$ cat src/rtl/alu_pkg.sv
// -----------------------------------------------------------------------------
// alu_pkg
// Shared definitions for the 2-bit ALU core and its round-robin front end:
// operand width, opcode encodings, arbiter FSM states, performance counter
// width and a saturating increment helper.
// -----------------------------------------------------------------------------
package alu_pkg;

    localparam int ALU_W      = 2;
    localparam int PERF_CNT_W = 16;

    localparam logic [2:0] OP_ADD = 3'b000;
    localparam logic [2:0] OP_SUB = 3'b001;
    localparam logic [2:0] OP_AND = 3'b010;
    localparam logic [2:0] OP_OR  = 3'b011;

    typedef enum logic [1:0] {
        ST_IDLE = 2'd0,
        ST_EXEC = 2'd1,
        ST_RESP = 2'd2
    } state_e;

    // Counter increment that sticks at all-ones instead of wrapping.
    function automatic logic [PERF_CNT_W-1:0] sat_inc(input logic [PERF_CNT_W-1:0] v);
        return (v == '1) ? v : v + 1'b1;
    endfunction

endpackage

$ cat src/rtl/alu_core.sv
// -----------------------------------------------------------------------------
// alu_core
// Purely combinational 2-bit ALU.
//   a, b      : operands
//   sel       : opcode (ADD, SUB, AND, OR; 1xx is invalid)
//   y         : result
//   zero      : y == 0
//   carry     : ADD carry-out, SUB borrow (a < b unsigned); 0 for logic ops
//   overflow  : signed overflow for ADD/SUB; 0 for logic ops
//   error     : invalid opcode (y = 0, carry/overflow = 0)
// -----------------------------------------------------------------------------
module alu_core
    import alu_pkg::*;
(
    input  logic [ALU_W-1:0] a,
    input  logic [ALU_W-1:0] b,
    input  logic [2:0]       sel,
    output logic [ALU_W-1:0] y,
    output logic             zero,
    output logic             carry,
    output logic             overflow,
    output logic             error
);

    logic [ALU_W:0] ext;

    // NOTE: every output of a combinational block gets a default before the
    // case, so no path leaves a value unassigned and no latch is inferred.
    always_comb begin
        ext      = '0;
        y        = '0;
        carry    = 1'b0;
        overflow = 1'b0;
        error    = 1'b0;
        case (sel)
            OP_ADD: begin
                ext      = {1'b0, a} + {1'b0, b};
                y        = ext[ALU_W-1:0];
                carry    = ext[ALU_W];
                overflow = (a[ALU_W-1] == b[ALU_W-1]) && (y[ALU_W-1] != a[ALU_W-1]);
            end
            OP_SUB: begin
                // Top bit of the widened difference is the borrow.
                ext      = {1'b0, a} - {1'b0, b};
                y        = ext[ALU_W-1:0];
                carry    = ext[ALU_W];
                overflow = (a[ALU_W-1] != b[ALU_W-1]) && (y[ALU_W-1] != a[ALU_W-1]);
            end
            OP_AND:  y = a & b;
            OP_OR:   y = a | b;
            default: error = 1'b1;
        endcase
        zero = (y == '0);
    end

endmodule

$ cat src/rtl/rr_pick.sv
// -----------------------------------------------------------------------------
// rr_pick
// Combinational round-robin selector: finds the first asserted request at or
// above ptr, wrapping modulo N.
//   req       : request vector
//   ptr       : highest-priority index this cycle
//   grant     : one-hot grant (all zero when nothing requests)
//   winner    : binary index of the granted request
//   any_valid : at least one request asserted
// -----------------------------------------------------------------------------
module rr_pick #(
    parameter int N     = 2,
    parameter int IDX_W = (N > 1) ? $clog2(N) : 1
) (
    input  logic [N-1:0]     req,
    input  logic [IDX_W-1:0] ptr,
    output logic [N-1:0]     grant,
    output logic [IDX_W-1:0] winner,
    output logic             any_valid
);

    logic [IDX_W-1:0] idx;

    always_comb begin
        grant     = '0;
        winner    = '0;
        any_valid = 1'b0;
        idx       = '0;
        for (int k = 0; k < N; k++) begin
            idx = IDX_W'((int'(ptr) + k) % N);
            if (!any_valid && req[idx]) begin
                any_valid  = 1'b1;
                grant[idx] = 1'b1;
                winner     = idx;
            end
        end
    end

endmodule

$ cat src/rtl/alu_rr_arbiter.sv
// -----------------------------------------------------------------------------
// alu_rr_arbiter
// Shares one alu_core among NUM_REQ requesters. IDLE arbitrates round-robin and
// captures the winning op, EXEC runs the ALU from the captured operands and
// registers its outputs, RESP presents them until the consumer accepts.
// One op outstanding at a time.
//   clk, rst_n              : clock, asynchronous active-low reset
//   req_valid/req_ready     : per-requester handshake (ready only in IDLE)
//   req_a/req_b/req_sel     : packed per-requester operands and opcode
//   rsp_valid/rsp_ready     : response handshake
//   rsp_id, rsp_out, rsp_*  : owner id, result and flags of the response
//   busy                    : FSM not in IDLE
// Optional (define ALU_PERF_CNT_EN):
//   perf_grant_cnt          : per-requester saturating grant counters
//   perf_err_cnt            : saturating count of accepted error responses
// -----------------------------------------------------------------------------
module alu_rr_arbiter
    import alu_pkg::*;
#(
    parameter  int NUM_REQ = 2,
    localparam int ID_W    = (NUM_REQ > 1) ? $clog2(NUM_REQ) : 1,
    localparam int DATA_W  = ALU_W
) (
    input  logic                          clk,
    input  logic                          rst_n,
    input  logic [NUM_REQ-1:0]            req_valid,
    output logic [NUM_REQ-1:0]            req_ready,
    input  logic [NUM_REQ*DATA_W-1:0]     req_a,
    input  logic [NUM_REQ*DATA_W-1:0]     req_b,
    input  logic [NUM_REQ*3-1:0]          req_sel,
    output logic                          rsp_valid,
    input  logic                          rsp_ready,
    output logic [ID_W-1:0]               rsp_id,
    output logic [DATA_W-1:0]             rsp_out,
    output logic                          rsp_zero,
    output logic                          rsp_carry,
    output logic                          rsp_overflow,
    output logic                          rsp_error,
`ifdef ALU_PERF_CNT_EN
    output logic [NUM_REQ*PERF_CNT_W-1:0] perf_grant_cnt,
    output logic [PERF_CNT_W-1:0]         perf_err_cnt,
`endif
    output logic                          busy
);

    state_e              state_q, state_d;
    logic [ID_W-1:0]     rr_ptr_q, rr_ptr_d;
    logic [DATA_W-1:0]   op_a_q, op_a_d, op_b_q, op_b_d;
    logic [2:0]          op_sel_q, op_sel_d;
    logic [ID_W-1:0]     op_id_q, op_id_d;
    logic [ID_W-1:0]     rsp_id_q, rsp_id_d;
    logic [DATA_W-1:0]   rsp_out_q, rsp_out_d;
    logic                rsp_zero_q, rsp_zero_d;
    logic                rsp_carry_q, rsp_carry_d;
    logic                rsp_overflow_q, rsp_overflow_d;
    logic                rsp_error_q, rsp_error_d;

    logic [NUM_REQ-1:0]  grant;
    logic [ID_W-1:0]     winner;
    logic                any_valid;
    logic                req_hs, rsp_hs;

    logic [DATA_W-1:0]   alu_y;
    logic                alu_zero, alu_carry, alu_overflow, alu_error;

    rr_pick #(.N(NUM_REQ), .IDX_W(ID_W)) u_pick (
        .req       (req_valid),
        .ptr       (rr_ptr_q),
        .grant     (grant),
        .winner    (winner),
        .any_valid (any_valid)
    );

    // Operands come only from the op registers, so the ALU inputs never follow
    // the request ports.
    alu_core u_alu (
        .a        (op_a_q),
        .b        (op_b_q),
        .sel      (op_sel_q),
        .y        (alu_y),
        .zero     (alu_zero),
        .carry    (alu_carry),
        .overflow (alu_overflow),
        .error    (alu_error)
    );

    assign req_ready = (state_q == ST_IDLE) ? grant : '0;
    assign req_hs    = (state_q == ST_IDLE) && any_valid;
    assign rsp_hs    = (state_q == ST_RESP) && rsp_ready;

    always_comb begin
        state_d        = state_q;
        rr_ptr_d       = rr_ptr_q;
        op_a_d         = op_a_q;
        op_b_d         = op_b_q;
        op_sel_d       = op_sel_q;
        op_id_d        = op_id_q;
        rsp_id_d       = rsp_id_q;
        rsp_out_d      = rsp_out_q;
        rsp_zero_d     = rsp_zero_q;
        rsp_carry_d    = rsp_carry_q;
        rsp_overflow_d = rsp_overflow_q;
        rsp_error_d    = rsp_error_q;
        case (state_q)
            ST_IDLE: begin
                if (req_hs) begin
                    op_a_d   = req_a[winner*DATA_W +: DATA_W];
                    op_b_d   = req_b[winner*DATA_W +: DATA_W];
                    op_sel_d = req_sel[winner*3 +: 3];
                    op_id_d  = winner;
                    rr_ptr_d = (winner == ID_W'(NUM_REQ - 1)) ? '0 : winner + 1'b1;
                    state_d  = ST_EXEC;
                end
            end
            ST_EXEC: begin
                rsp_id_d       = op_id_q;
                rsp_out_d      = alu_y;
                rsp_zero_d     = alu_zero;
                rsp_carry_d    = alu_carry;
                rsp_overflow_d = alu_overflow;
                rsp_error_d    = alu_error;
                state_d        = ST_RESP;
            end
            ST_RESP: begin
                if (rsp_ready) state_d = ST_IDLE;
            end
            default: state_d = ST_IDLE;
        endcase
    end

    // NOTE: state registers use non-blocking assignments so every flop samples
    // the pre-edge values, independent of process evaluation order.
    always_ff @(posedge clk or negedge rst_n) begin
        if (!rst_n) begin
            state_q        <= ST_IDLE;
            rr_ptr_q       <= '0;
            op_a_q         <= '0;
            op_b_q         <= '0;
            op_sel_q       <= '0;
            op_id_q        <= '0;
            rsp_id_q       <= '0;
            rsp_out_q      <= '0;
            rsp_zero_q     <= 1'b0;
            rsp_carry_q    <= 1'b0;
            rsp_overflow_q <= 1'b0;
            rsp_error_q    <= 1'b0;
        end else begin
            state_q        <= state_d;
            rr_ptr_q       <= rr_ptr_d;
            op_a_q         <= op_a_d;
            op_b_q         <= op_b_d;
            op_sel_q       <= op_sel_d;
            op_id_q        <= op_id_d;
            rsp_id_q       <= rsp_id_d;
            rsp_out_q      <= rsp_out_d;
            rsp_zero_q     <= rsp_zero_d;
            rsp_carry_q    <= rsp_carry_d;
            rsp_overflow_q <= rsp_overflow_d;
            rsp_error_q    <= rsp_error_d;
        end
    end

    assign rsp_valid    = (state_q == ST_RESP);
    assign busy         = (state_q != ST_IDLE);
    assign rsp_id       = rsp_id_q;
    assign rsp_out      = rsp_out_q;
    assign rsp_zero     = rsp_zero_q;
    assign rsp_carry    = rsp_carry_q;
    assign rsp_overflow = rsp_overflow_q;
    assign rsp_error    = rsp_error_q;

`ifdef ALU_PERF_CNT_EN
    logic [NUM_REQ*PERF_CNT_W-1:0] grant_cnt_q, grant_cnt_d;
    logic [PERF_CNT_W-1:0]         err_cnt_q, err_cnt_d;

    always_comb begin
        grant_cnt_d = grant_cnt_q;
        err_cnt_d   = err_cnt_q;
        for (int i = 0; i < NUM_REQ; i++) begin
            if (req_hs && grant[i]) begin
                grant_cnt_d[i*PERF_CNT_W +: PERF_CNT_W] =
                    sat_inc(grant_cnt_q[i*PERF_CNT_W +: PERF_CNT_W]);
            end
        end
        if (rsp_hs && rsp_error_q) err_cnt_d = sat_inc(err_cnt_q);
    end

    always_ff @(posedge clk or negedge rst_n) begin
        if (!rst_n) begin
            grant_cnt_q <= '0;
            err_cnt_q   <= '0;
        end else begin
            grant_cnt_q <= grant_cnt_d;
            err_cnt_q   <= err_cnt_d;
        end
    end

    assign perf_grant_cnt = grant_cnt_q;
    assign perf_err_cnt   = err_cnt_q;
`else
    // Response handshake only feeds the performance counters.
    logic unused_rsp_hs;
    assign unused_rsp_hs = rsp_hs;
`endif

endmodule
$ cat config.mk
export PLATFORM = sky130hd
export DESIGN_NAME = alu_rr_arbiter
export DESIGN_NICKNAME = d
export VERILOG_FILES = /design/src/rtl/alu_pkg.sv /design/src/rtl/alu_core.sv /design/src/rtl/rr_pick.sv /design/src/rtl/alu_rr_arbiter.sv
export SDC_FILE = /design/constraint.sdc
export NUM_CORES = 1
export LEC_CHECK = 0
export CORE_UTILIZATION = 49
export DETAILED_ROUTE_END_ITERATION = 16
export PLACE_DENSITY = 0.82
export SLEW_MARGIN = 20
export SYNTH_ARGS = -nofsm -noshare
export SYNTH_HDL_FRONTEND = slang
export SYNTH_SLANG_ARGS = --single-unit
$ cat constraint.sdc
create_clock -name clk -period 4.9 [get_ports clk]
set_input_delay 0.98 -clock clk [delete_from_list [all_inputs] [get_ports clk]]
set_output_delay 0.98 -clock clk [all_outputs]
set_load 0.05 [all_outputs]
==> results of run 1 <==
## worst min-delay path: cells and delay by family, from the launching register on
kind,cells,cell delay [ps]
AO/OA/AOI/OAI,1,50
flip-flops,1,350
AND/OR/NAND/NOR,1,50
## power by group through the flow
| stage | clock [mW] | sequential (mW) | combinational (mW) |
|---|---|---|---|
| floorplan | 0 | 0.345 | 0.369 |
| global placement | 0 | 0.276 | 0.554 |
| detailed placement | 0 | 0.281 | 0.563 |
| CTS | 0.0929 | 0.277 | 0.566 |
| global route | 0.0986 | 0.287 | 0.612 |
| finish | 0.0908 | 0.276 | 0.561 |
## layer usage
| layer | part of all wire (%) | wire length [um] | vias to the layer above | GRT usage (%) |
|---|---|---|---|---|
| li1 | - | - | 374 | - |
| met4 | 0.61 | 11 | 0 | 8.57 |
| met3 | 4.8 | 86 | 2 | 3.46 |
| met5 | 0 | 0 | - | 0 |
| met1 | 46 | 823 | 370 | 23.1 |
| met2 | 49 | 883 | 28 | 33.3 |
## logic make-up (layout without fill, tap and decap cells)
logic type	count (synthesis)	in the layout	synth area share, %
compound gates	24	24	18.9
simple gates	21	21	11.3
flops	18	18	45.1
buf+inv	14	41	7.14
fa+ha+maj	7	7	10.3
mux	5	5	5.51
xor+xnor	2	2	1.75
## placed cells by master, fill, tap and decap left out, types with 2 or more instances in the layout
master,instances
clkdlybuf4s50_1,29
dfrtp_1,18
inv_1,8
a221o_1,7
nor2_1,6
nand2b_1,5
a21oi_1,5
ha_1,5
nand2_1,4
a21boi_0,3
mux2_2,3
clkbuf_4,3
a21o_1,2
a22o_1,2
fa_1,2
## area by class of cell
class,count,area share (%)
inverters,8,2.28
clock buffers,4,2.76
repair buffers,29,22.1
flip-flops and latches,18,34.3
well taps,25,2.38
multi-input cells,59,36.3
## state kept, by name (all words and copies together) (netlist names)
name and cells:
state_q 2, rsp_zero 1, rsp_carry 1, rsp_overflow 1, rsp_out 2, op_sel_q 3
op_id_q 1, rsp_id 1, op_b_q 2, op_a_q 2, rsp_error 1, rr_ptr_q 1
## how the worst max path moves through the flow
stage,startpoint,end,slack [ps],cells past startpoint
finish,req_valid[1],req_ready[0],1230,4
global placement,req_valid[1],req_ready[0],1270,4
detailed placement,req_valid[1],req_ready[0],1210,4
floorplan,req_valid[1],req_ready[0],2460,3
CTS,req_valid[1],req_ready[0],1210,4
global route,req_valid[1],req_ready[0],1160,4
## per-stage QoR
stage	instances	area, um2	worst slack [ps]	power [mW]	util [%]
6_report	143	1320	1230	0.928	72.2
5_1_grt	143	1320	1160	0.997	72.2
4_1_cts	143	1320	1210	0.935	72.2
3_5_place_dp	139	1280	1210	0.844	70.2
3_3_place_gp	139	1280	1270	0.830	70.2
2_1_floorplan	91	998	2460	0.714	-
==> results.sh, run 1 <==
export IMPL_grt_max_degree=19
export IMPL_worst_hold_path_endpoint="rsp_zero$_DFFE_PN0N_"
export IMPL_max_cap_violations=0
export IMPL_seqCellArea_um2=450
export IMPL_die_h_um=47.1
export IMPL_wl_per_cell_um=12.6
export IMPL_fmax_mhz=272
export IMPL_worst_path_buf_inv=2
export IMPL_num_vias=774
export IMPL_netlist_top_cells_count="18 x dfrtp_1, 8 x inv_1, 7 x a221o_1, 6 x nor2_1"
export IMPL_cts_resized=0
export IMPL_synth_avg_cell_area_um2=11.0
export IMPL_dp_hpwl_mm=1.45
export IMPL_synth_main_ff_cell="dfrtp_1"
export IMPL_hold_viol_final=0
export IMPL_critical_path_max_fanout=9
export IMPL_crit_chain="clkdlybuf4s50_1 > nand2_1 > and3_1 > clkdlybuf4s50_1"
export IMPL_htreeDepth=1
export IMPL_hold_class="register to register"
export IMPL_period_share_pct=75.0
export IMPL_worst_setup_path_end_kind="primary output"
export IMPL_antenna_found_initial=0
export IMPL_track_usage_pct=19.2
export IMPL_p_leak_nw=0.601
export IMPL_io_pins=30
export IMPL_die_width_um=47.1
export IMPL_p_switching_mw=0.420
export IMPL_cp_start_kind="input port"
export IMPL_setup_viol=0
export IMPL_yosysSeqAreaShare_pct=45.1
export IMPL_syn_area_um2=998
export IMPL_syn_nets=117
export IMPL_grt_ovfl_total=0
export IMPL_fp_row_count=15
export IMPL_dr_pass1_iters=4
export IMPL_post_cts_buffers=0
export IMPL_route_detailed_drc=0
export IMPL_drive_gt1_share_pct=7.63
export IMPL_min_period_ps=3670
export IMPL_synthArstFlopShare_pct=100
export IMPL_power_frac_comb_pct=60.4
export IMPL_initial_utilization_pct=54.8
export IMPL_synth_cells=91
export IMPL_clock_latency_ps=290
export IMPL_portBuffers=29
export IMPL_ys_ff_latch=18
export IMPL_dieArea_um2=2220
export IMPL_cp_slowest_cell="clkdlybuf4s50_1"
export IMPL_cts_tree="built"
export IMPL_cts_buffers=3
export IMPL_diodes=0
export IMPL_ctsHoldBuffers=0
export IMPL_switching_share_pct=45.2
export IMPL_nFillCells=138
export IMPL_syn_to_final_growth_pct=31.7
export IMPL_drt_vias_per_instance=5.41
export IMPL_whs_ps=483
export IMPL_r2r_start="op_a_q[0]$_DFFE_PN0P_"
export IMPL_finalMaxSlewViolations=0
export IMPL_clock_sinks=18
export IMPL_critical_path_top_delay_family="buffers and inverters"
export IMPL_ir_drop_mv=0.417
export IMPL_fin_worst_skew_ps=0.928
export IMPL_synth_area_leaders="dfrtp_1 45%, a221o_1 7.0%, ha_1 6.3%"
export IMPL_drtAntennaViolNets=0
export IMPL_cts_buffer_depth=2
export IMPL_pwr_share_clk_pct=9.8
export IMPL_synth_edf_count=0
export IMPL_relSlewSlack_pct=47.4
export IMPL_critPathMostFrequentCell="clkdlybuf4s50_1"
export IMPL_core_um2=1820
export IMPL_rr_worst_depth=7
export IMPL_routed_wl_mm=1.80
export IMPL_multiInputGateArea_um2=477
export IMPL_rsz0062_at_grt="false"
export IMPL_grt_pass1_vias=711
export IMPL_hp_start="rsp_zero$_DFFE_PN0N_"
export IMPL_seqPwrFrac_pct=29.8
export IMPL_worst_pin_slew_ps=786
export IMPL_tns_ps=0
export IMPL_grt_pass1_wl_mm=2.92
export IMPL_gp_congestion=0.789
export IMPL_clk_pin_slew_worst_paths_ps=100
export IMPL_powerDensity_nw_per_um2=705
export IMPL_status="complete, no violations"
export IMPL_netlist_area_leader_share_pct=45.1
export IMPL_arrival_ps=2690
export IMPL_synth_distinct_cells=31
export IMPL_crit_type="input port to primary output"
export IMPL_ys_warn_count=0
export IMPL_critPathMaxStageDelay_ps=860
export IMPL_yosysMostFrequentCell="dfrtp_1"
export IMPL_synth_top_area_cell="dfrtp_1"
export IMPL_hold_depth=2
export IMPL_nets=145
export IMPL_rrSetupSlack_ps=3080
export IMPL_drt_initial_drc_count=11
export IMPL_crit_required_ps=3920
export IMPL_cts_root_buf="clkbuf_4"
export IMPL_r2r_end="rsp_out[1]$_DFFE_PN0N_"
export IMPL_p_int_mw=0.508
No activity file was read; power rests on OpenSTA's default activity.
==> run 2, diff against run 1 <==
--- a/config.mk
+++ b/config.mk
@@ -5,9 +5,9 @@
 export SDC_FILE = /design/constraint.sdc
 export NUM_CORES = 1
 export LEC_CHECK = 0
-export CORE_UTILIZATION = 49
+export CORE_UTILIZATION = 41
 export DETAILED_ROUTE_END_ITERATION = 16
-export PLACE_DENSITY = 0.82
+export PLACE_DENSITY = 0.73
 export SLEW_MARGIN = 20
 export SYNTH_ARGS = -nofsm -noshare
 export SYNTH_HDL_FRONTEND = slang
==> constraint.sdc (replaced) <==
create_clock -name clk -period 3 [get_ports clk]
set_input_delay 0.6 -clock clk [delete_from_list [all_inputs] [get_ports clk]]
set_output_delay 0.6 -clock clk [all_outputs]
set_load 0.05 [all_outputs]
==> results.sh, run 2 (synthesis gave the netlist of run 1 again) <==
export IMPL_worst_setup_path_end_kind="primary output"
export IMPL_place_inst=143
export IMPL_dp_hpwl_mm=1.52
export IMPL_dieArea_um2=2640
export IMPL_nFillCells=208
export IMPL_clk_pin_slew_worst_paths_ps=100
export IMPL_grt_ovfl_total=0
export IMPL_drt_initial_drc_count=12
export IMPL_fp_row_count=17
export IMPL_wl_met3_um=64
export IMPL_critical_path_max_fanout=3
export IMPL_fmax_mhz=422
export IMPL_clock_sinks=18
export IMPL_cts_root_buf="clkbuf_4"
export IMPL_rsz0062_at_grt="false"
export IMPL_crit_chain="or2b_1 > inv_1 > clkdlybuf4s50_1"
export IMPL_fin_worst_skew_ps=2.89
export IMPL_gp_congestion=0.781
export IMPL_drive_gt1_share_pct=10.1
export IMPL_min_period_ps=2370
export IMPL_drtAntennaViolNets=0
export IMPL_htreeDepth=1
export IMPL_arrival_ps=1770
export IMPL_grt_max_degree=19
export IMPL_dr_max_layer_used="met4"
export IMPL_grt_pass1_vias=798
export IMPL_cts_tree="built"
export IMPL_p_switching_mw=0.702
export IMPL_power_frac_comb_pct=61.1
export IMPL_clock_latency_ps=290
export IMPL_initial_utilization_pct=44.3
export IMPL_status="complete, no violations"
export IMPL_crit_required_ps=2400
export IMPL_powerDensity_nw_per_um2=1160
export IMPL_die_width_um=51.4
export IMPL_tns_ps=0
export IMPL_cts_buffer_depth=2
export IMPL_crit_type="register to primary output"
export IMPL_layout_commonest_cell="clkdlybuf4s50_1"
export IMPL_diodes=0
export IMPL_period_share_pct=79.0
export IMPL_largest_reg_flops=3
export IMPL_wl_met1_um=848
export IMPL_drt_vias_per_instance=5.36
export IMPL_regMostFlops="op_sel_q"
export IMPL_finalMaxSlewViolations=0
export IMPL_syn_to_final_growth_pct=33.6
export IMPL_core_um2=2250
export IMPL_wl_per_cell_um=13.3
export IMPL_final_cell_area_um2=1330
export IMPL_die_h_um=51.4
export IMPL_cts_resized=0
export IMPL_critical_path_top_delay_family="buffers and inverters"
export IMPL_max_cap_violations=0
export IMPL_setup_viol=0
export IMPL_ir_drop_mv=0.563
export IMPL_hold_class="register to register"
export IMPL_track_usage_pct=17.5
export IMPL_nets=146
export IMPL_pwr_share_clk_pct=9.7
export IMPL_seqPwrFrac_pct=29.2
export IMPL_post_cts_buffers=0
export IMPL_route_met2_wl_um=996
export IMPL_worst_pin_slew_ps=798
export IMPL_critPathMaxStageDelay_ps=790
export IMPL_route_detailed_drc=0
export IMPL_io_pins=30
export IMPL_layout_common_cells="27 x clkdlybuf4s50_1, 18 x dfrtp_1, 8 x inv_1"
export IMPL_num_vias=788
export IMPL_grt_pass1_wl_mm=3.35
export IMPL_worst_path_buf_inv=2
export IMPL_routed_wl_mm=1.96
export IMPL_antenna_found_initial=0
export IMPL_cp_start_kind="register"
export IMPL_dr_pass1_iters=4
export IMPL_ctsHoldBuffers=0
export IMPL_dpl_instance_area_um2=1300
export IMPL_fin_util_pct=59.2
export IMPL_switching_share_pct=45.3
export IMPL_stdcell_count=147
export IMPL_hold_viol_final=0
export IMPL_relSlewSlack_pct=46.6
export IMPL_p_leak_nw=0.612
export IMPL_p_int_mw=0.847
export IMPL_cts_buffers=3
export IMPL_cp_slowest_cell="clkdlybuf4s50_1"
export IMPL_portBuffers=29
[run 2: path summary, 6_finish.rpt]
path | startpoint | end | slack, ps | depth (start not counted)
worst min register to register | rsp_zero$_DFFE_PN0N_ | rsp_zero$_DFFE_PN0N_ | 480 | 2
max in group asynchronous | rst_n | op_a_q[0]$_DFFE_PN0P_ | 1740 | 1
worst max-delay path | state_q[0]$_DFFE_PN0P_ | rsp_valid | 630 | 3
min in group asynchronous | rst_n | rsp_zero$_DFFE_PN0N_ | 760 | 1
worst min-delay path | rsp_zero$_DFFE_PN0N_ | rsp_zero$_DFFE_PN0N_ | 480 | 2
worst max register to register | op_a_q[0]$_DFFE_PN0P_ | rsp_out[1]$_DFFE_PN0N_ | 1180 | 7
[run 2: power by group through the flow]
stage	Sequential, mW	Combinational [mW]	Clock (mW)
floorplan	0.563	0.603	0
global placement	0.453	0.930	0
detailed placement	0.458	0.956	0
CTS	0.454	0.959	0.154
global route	0.475	1.03	0.160
finish	0.453	0.947	0.150
[run 2: through the flow]
stage / power, mW / worst slack (ps) / hold slack (ps)
floorplan: 1.17 / 1320 / 304
global placement: 1.38 / 728 / 462
detailed placement: 1.41 / 696 / 466
CTS: 1.57 / 620 / 490
global route: 1.67 / 559 / 519
finish: 1.55 / 629 / 483
[run 2: per-layer routing]
layer / vias to the layer above / track usage [%]
met5: - / 0
met4: 0 / 11.3
met3: 4 / 2.98
met2: 19 / 31.6
met1: 390 / 18.6
li1: 375 / -
[run 2: cell type report]
| cell class | count | area (um2) | share of cell area, % |
|---|---|---|---|
| multi-input cells | 59 | 477 | 35.7 |
| flip-flops and latches | 18 | 450 | 33.8 |
| repair buffers | 30 | 305 | 22.9 |
| clock buffers | 4 | 36.3 | 2.72 |
| well taps | 28 | 35.0 | 2.63 |
| inverters | 8 | 30.0 | 2.25 |
[run 2: worst reg2reg max path: stages (launching register included)]
cell     delay, ps
dfrtp_1        390
inv_1          100
ha_1           170
inv_1           60
fa_1           470
mux2i_1        160
o32ai_1        110
mux2_2         270
